--- src/rtl/sram_wb_port0_ctrl.sv ---
// Wishbone classic slave mapping a BASE_ADDR window onto single-port SRAM port 0.
// Define SRAM_WB_READ_CACHE_EN to add a one-entry read cache that short-circuits repeat reads.
module sram_wb_port0_ctrl #(
    parameter logic [31:0] BASE_ADDR  = 32'h3000_0000,
    parameter int unsigned ADDR_WIDTH = 8
) (
    input  logic                  clk,
    input  logic                  resetb,
    input  logic                  wbs_cyc_i,
    input  logic                  wbs_stb_i,
    input  logic                  wbs_we_i,
    input  logic [3:0]            wbs_sel_i,
    input  logic [31:0]           wbs_adr_i,
    input  logic [31:0]           wbs_dat_i,
    output logic                  wbs_ack_o,
    output logic [31:0]           wbs_dat_o,
    output logic                  sram_csb0,
    output logic                  sram_web0,
    output logic [3:0]            sram_wmask0,
    output logic [ADDR_WIDTH-1:0] sram_addr0,
    output logic [31:0]           sram_din0,
    input  logic [31:0]           sram_dout0
);

    typedef enum logic [1:0] {IDLE, ACCESS, CAPTURE, ACK} state_t;

    state_t                state_q;
    logic                  ack_q;
    logic                  csb_q;
    logic                  web_q;
    logic                  we_q;
    logic                  abort_q;
    logic [31:0]           dat_q;
    logic [31:0]           din_q;
    logic [3:0]            wmask_q;
    logic [ADDR_WIDTH-1:0] addr_q;

    logic                  req_sel;
    logic [ADDR_WIDTH-1:0] word_addr;
    logic                  capture_ok;
    logic                  rd_hit;
    logic [31:0]           hit_data;
    logic                  unused_adr_lsb;

    assign word_addr      = wbs_adr_i[ADDR_WIDTH+1:2];
    assign req_sel        = wbs_cyc_i & wbs_stb_i &
                            (wbs_adr_i[31:ADDR_WIDTH+2] == BASE_ADDR[31:ADDR_WIDTH+2]);
    // A read is only delivered if the cycle survived both ACCESS and CAPTURE.
    assign capture_ok     = (state_q == CAPTURE) & ~abort_q & wbs_cyc_i;
    assign unused_adr_lsb = ^wbs_adr_i[1:0];

`ifdef SRAM_WB_READ_CACHE_EN
    logic                  cache_vld_q;
    logic [ADDR_WIDTH-1:0] cache_adr_q;
    logic [31:0]           cache_dat_q;

    assign rd_hit   = ~wbs_we_i & cache_vld_q & (cache_adr_q == word_addr);
    assign hit_data = cache_dat_q;

    always_ff @(posedge clk or negedge resetb) begin
        if (!resetb) begin
            cache_vld_q <= 1'b0;
            cache_adr_q <= '0;
            cache_dat_q <= '0;
        end else if (capture_ok) begin
            cache_vld_q <= 1'b1;
            cache_adr_q <= addr_q;
            cache_dat_q <= sram_dout0;
        end else if ((state_q == IDLE) && req_sel && wbs_we_i && (cache_adr_q == word_addr)) begin
            cache_vld_q <= 1'b0;
        end
    end
`else
    assign rd_hit   = 1'b0;
    assign hit_data = '0;
`endif

    always_ff @(posedge clk or negedge resetb) begin
        if (!resetb) begin
            state_q <= IDLE;
            ack_q   <= 1'b0;
            dat_q   <= '0;
            csb_q   <= 1'b1;
            web_q   <= 1'b1;
            wmask_q <= '0;
            addr_q  <= '0;
            din_q   <= '0;
            we_q    <= 1'b0;
            abort_q <= 1'b0;
        end else begin
            ack_q <= 1'b0;
            csb_q <= 1'b1;
            case (state_q)
                IDLE: begin
                    if (req_sel) begin
                        addr_q  <= word_addr;
                        din_q   <= wbs_dat_i;
                        we_q    <= wbs_we_i;
                        web_q   <= ~wbs_we_i;
                        wmask_q <= wbs_we_i ? wbs_sel_i : 4'hF;
                        abort_q <= 1'b0;
                        if (rd_hit) begin
                            dat_q   <= hit_data;
                            ack_q   <= 1'b1;
                            state_q <= ACK;
                        end else begin
                            csb_q   <= 1'b0;
                            state_q <= ACCESS;
                        end
                    end
                end
                ACCESS: begin
                    if (we_q) begin
                        ack_q   <= wbs_cyc_i;
                        state_q <= wbs_cyc_i ? ACK : IDLE;
                    end else begin
                        abort_q <= ~wbs_cyc_i;
                        state_q <= CAPTURE;
                    end
                end
                CAPTURE: begin
                    dat_q   <= sram_dout0;
                    ack_q   <= capture_ok;
                    state_q <= capture_ok ? ACK : IDLE;
                end
                ACK:     state_q <= IDLE;
                default: state_q <= IDLE;
            endcase
        end
    end

    assign wbs_ack_o   = ack_q;
    assign wbs_dat_o   = dat_q;
    assign sram_csb0   = csb_q;
    assign sram_web0   = web_q;
    assign sram_wmask0 = wmask_q;
    assign sram_addr0  = addr_q;
    assign sram_din0   = din_q;

endmodule

--- config.mk ---
export PLATFORM = sky130hd
export DESIGN_NAME = sram_wb_port0_ctrl
export DESIGN_NICKNAME = d
export VERILOG_FILES = /design/src/rtl/sram_wb_port0_ctrl.sv
export SDC_FILE = /design/constraint.sdc
export NUM_CORES = 1
export LEC_CHECK = 0
export ABC_CLOCK_PERIOD_IN_PS = 3300
export BUFFER_PORTS_ARGS = -buffer_cell sky130_fd_sc_hd__buf_4
export CAP_MARGIN = 5
export CORE_MARGIN = 2
export CORE_UTILIZATION = 48
export CTS_BUF_LIST = sky130_fd_sc_hd__clkbuf_16
export CTS_CLUSTER_SIZE = 8
export DETAILED_ROUTE_END_ITERATION = 7
export PLACE_DENSITY = 0.9
export SLEW_MARGIN = 40
export SYNTH_ARGS = -nofsm -noshare
export SYNTH_HDL_FRONTEND = slang
export SYNTH_SLANG_ARGS = --single-unit
--- constraint.sdc ---
create_clock -name clk -period 3.3 [get_ports clk]
set_input_delay 0 -clock clk [delete_from_list [all_inputs] [get_ports clk]]
set_output_delay 0 -clock clk [all_outputs]
set_load 0.02 [all_outputs]
Word level (Yosys, flattened, before mapping) --
Index checks and enable logic that the tools add are counted.
Operators by class: equal/unequal tests 6, mux-type cells 13, bitwise gates (word level) 7, reduce and logical (&&, ||, !) cells 4
Operator list (number):
- 22-bit by 20-bit == test with 1-bit output (second input constant) | 1
- 2-bit two-way mux | 4
- 2-bit one-hot mux with 4 select lines | 1
- 1-bit two-way mux | 5
- 1-bit bitwise AND | 4
- 2-bit == test (second input constant) | 2
- 4-bit two-way mux | 1
- 2-bit inequality test (second input constant) | 2
- 1-bit one-hot mux with 2 select lines | 2
- 1-bit inverter | 3
- 3-bit AND reduction | 1
- 2-bit by 1-bit == test with 1-bit output (second input constant) | 1
- 2-bit zero test | 1
- 2-bit AND reduction | 1
- 2-bit nonzero test | 1
Storage, ports and cells: flip-flop bits (word level) 83, bits of input ports 105, output and inout port bits 79, logic and storage cells 40

Depth between registers and ports, before layout --
depth in word-level cells 5, depth in mapped cells 7, depth with buffers taken out 6

Worst setup path before layout --
Ideal clock, no wire load.
path kind flip-flop to flip-flop, from register state_q[0], to register dat_q[0], in the netlist wbs_dat_o[0], setup time 125 ps, arrival 1534 ps, required time 3175 ps, slack 1641 ps, cell stages (with the launch flop) 6, path buffers 2, clock period less this slack 1659 ps, cell sequence dfrtp_1 > inv_1 > ha_1 > clkbuf_1 > clkbuf_1 > mux2_2
Between the ends: cells in the longest elaborated chain, start to end 1
RTL lines:
- start: declaration | RTL line 27 | state_t state_q;
- start signal: assignment | RTL line 115 | state_q <= wbs_cyc_i ? ACK : IDLE;
- start signal: assignment | RTL line 124 | state_q <= capture_ok ? ACK : IDLE;
- 2-bit == test | RTL line 93 | case (state_q)
- end signal: assignment | RTL line 103 | dat_q <= hit_data;
- end signal: assignment | RTL line 122 | dat_q <= sram_dout0;
- end: declaration | RTL line 33 | logic [31:0] dat_q;
No other way between the ends. A chain may end at the register's enable or synchronous reset.

Final worst setup path --
from register state_q[0], to register addr_q[1], in the netlist sram_addr0[1]
Between the ends: cells in the longest elaborated chain, start to end 2
RTL lines:
- 2-bit zero test | RTL line 93
- 2-bit AND reduction (no source line)
- end signal: assignment | RTL line 96 | addr_q <= word_addr;
- end: declaration | RTL line 36 | logic [ADDR_WIDTH-1:0] addr_q;
No other way between the ends.

==> flow_summary_export.csv <==
group,metric,value,unit
min_path,hp-class,"input port to register",
sta,clock_skew,0.00552,ns
sta,slew_viol_final,0,
routing,drtPass1Iterations,4,
sta,whs,0.0178,ns
power,swShare,31.3,%
floorplanning,die-area,7850,um2
routing,drt_iter0_markers,60,
sta,max_freq,456,MHz
power,cellPowerDensity,605,nW/um2
flow_run,cap_violations,0,
cells_and_area,layout_commonest_cell,"buf_4",
sta,period_share,66.5,%
placed_design,portBuffers,181,
floorplanning,ios,184,
cells_and_area,fill_cells,314,
critical_path,cp_max_fo,47,
cells_and_area,area_delta_synth_final,72.0,%
grt,grt_pass1_vias,3019,
grt,grt_max_degree,84,
critical_path,r2r-start,"state_q[0]",
critical_path,cp-startpoint,"state_q[0]",
power,seq_power_share,38.6,%
critical_path,criticalPathCategory,"register to register",
clock_tree,clock_path_buffers,2,
clock_tree,cts_tree,"built",
floorplanning,coreArea,6870,um2
clock_tree,clk_latency,0.32,ns
routing,viasPerCell,4.82,
critical_path,crit_required,3.50,ns
sta,fin_crit,2.19,ns
sta,rsz0062_at_grt,"no",
power,max-vdd-ir-drop,377,uV
routing,wl,10200,um
critical_path,critPathCapture,"sram_addr0[1]",
cells_and_area,multi_input_area,1240,um2
grt,grt_pass1_wl,15300,um
min_path,min_from,"wbs_adr_i[19]",
floorplanning,rows,30,
floorplanning,die_x,88.6,um
power,p_switching,0.00112,W
synth,avgSynthCellArea,16.4,um2
critical_path,r2r_slack,1.11,ns
cells_and_area,fin_area,5900,um2
placed_design,place.gp.congestion,0.737,
synth,ys_warn_count,0,
sta,finalSetupViolCount,0,
critical_path,r2r-end,"sram_addr0[1]",
grt,antenna_found_initial,0,
grt,grt_usage,26.1,%
placed_design,dp_hpwl,5650,um
critical_path,end_kind,"register",
cells_and_area,final_core_util,86.0,%
critical_path,start_kind,"register",
synth,synth_cell_types,26,
cells_and_area,diodes,0,
synth,syn-cell-area,3430,um2
sta,finalSetupTns,0,ns
cells_and_area,final-seq-area,2080,um2
run_status,status,"completed",
sta,slew_headroom,48.7,%
synth,synth_cells,209,
placed_design,placed_cell_area,4840,um2
cells_and_area,drive_above_1_share,58.1,%
clock_tree,htreeDepth,3,
floorplanning,die_y,88.6,um
routing,drt-wirelength-per-cell,17.7,um
floorplanning,floorplan.initialDensity,50.0,%
synth,synth-seq-cells,83,
clock_tree,cts.reportedPaths.clkPinSlew,0.06,ns
clock_tree,cts-root-buf,"clkbuf_16",
synth,syn_nets,318,
power,p_leak,2.97,nW
synth,yosysSeqAreaShare,60.6,%
clock_tree,numCtsBuffers,9,
clock_tree,clock-sinks,83,
routing,vias,2762,
routing,final_antenna_net_count,0,
critical_path,arrival,2.39,ns
sta,worstMarginPinSlew,0.770,ns
sta,hold_viol_final,0,
power,power.internal,0.00246,W
clock_tree,cts-resized-gates,0,
cells_and_area,num-nets-final,581,
routing,drc,0,
power,pwr-share-clk,26.2,%
critical_path,r2r_cells,6,
cells_and_area,final_cell_mix,"buf_4 (182), dfrtp_1 (81), dlygate4sd3_1 (78), mux2_2 (48), mux2_4 (30)",
grt,overflow,0,
power,power.share.combinational,35.2,%
==> state kept, by name (all words and copies together) (netlist names) <==
signal	flops
sram_wmask0	4
wbs_ack_o	1
wbs_dat_o	32
we_q	1
abort_q	1
sram_web0	1
sram_din0	32
sram_csb0	1
state_q	2
sram_addr0	8
==> layout make-up <==
type,count,area share (%)
clock buffer,9,3.81
clock inverter,7,0.911
inverter,6,0.381
multi-input combinational,111,21.0
sequential,83,35.2
tap,96,2.03
timing repair buffer,261,36.6
==> Yosys cell counts <==
cell type | instances | area, um2
and4bb_1 | 1 | 12.5
a21oi_1 | 3 | 15.0
buf_6 | 1 | 11.3
o21ai_0 | 3 | 15.0
nor4_1 | 3 | 18.8
nand4_1 | 1 | 6.26
dfrtp_1 | 81 | 2030
inv_1 | 6 | 22.5
nor2_1 | 1 | 3.75
nor3_1 | 1 | 5.00
nor4b_2 | 2 | 30.0
and3_1 | 1 | 6.26
mux2i_1 | 2 | 20.0
nand2_1 | 2 | 7.51
ha_1 | 4 | 50.1
nand3b_1 | 1 | 7.51
clkbuf_1 | 4 | 15.0
nand3_1 | 1 | 5.00
buf_12 | 3 | 60.1
o22ai_1 | 2 | 12.5
buf_4 | 1 | 7.51
mux2_2 | 48 | 541
nand2b_1 | 4 | 25.0
mux2_4 | 30 | 450
nor2_2 | 1 | 6.26
dfstp_2 | 2 | 52.6
==> critical path, stage by stage (launching register included) <==
cell	delay, ns
dfrtp_1	0.37
inv_1	0.13
ha_1	0.27
nand3_1	0.14
nor2_4	0.10
buf_4	0.60
mux2_2	0.42
==> layer usage <==
layer  wire length, um  GRT usage, %  vias to the layer above
met5                 0             0                        -
met4               165          9.23                        0
met3               674          6.06                       14
met2              5500          47.0                      121
met1              3830          30.6                     1362
li1                  -             -                     1265
==> cell families (layout without fill, tap and decap cells) <==
logic type | count (synthesis) | in the layout | synth area share (%)
mux | 80 | 80 | 29.4
fa+ha+maj | 4 | 4 | 1.46
simple gates | 19 | 19 | 3.90
buf+inv | 15 | 283 | 3.39
compound gates | 8 | 8 | 1.24
flops | 83 | 83 | 60.6
==> power by group through the flow <==
stage,clock (W),combinational (W),sequential (W)
finish,0.000937,0.00126,0.00138
global route,0.000992,0.00133,0.00140
CTS,0.000944,0.00122,0.00136
detailed placement,0,0.00114,0.00138
global placement,0,0.00110,0.00136
floorplan,0,0.000367,0.00161
==> worst min path at each step <==
stage / end / slack (ns) / cells after the start
2_1_floorplan: abort_q / -0.30 / 0
3_3_place_gp: sram_web0 / 0.20 / 2
3_5_place_dp: wbs_dat_o[10] / 0.1 / 1
4_1_cts: sram_wmask0[1] / 0.0008 / 3
5_1_grt: sram_wmask0[1] / 0.02 / 3
6_report: sram_csb0 / 0.02 / 5
==> metrics by stage <==
step / setup WS (ns) / total power [W] / cells
after floorplan: 1.64 / 0.00198 / 209
after global placement: 1.19 / 0.00247 / 479
after detailed placement: 1.12 / 0.00252 / 479
after CTS: 1.10 / 0.00352 / 573
after global routing: 0.978 / 0.00372 / 573
final: 1.11 / 0.00357 / 573
==> repair_timing <==
| action | CTS | global route |
|---|---|---|
| hold endpoints to repair | 159 | 0 |
| endpoints found under the setup margin | 0 | 0 |
| hold buffers | 78 | 0 |
| setup buffers | 0 | 0 |
No activity file was read; power rests on OpenSTA's default activity.
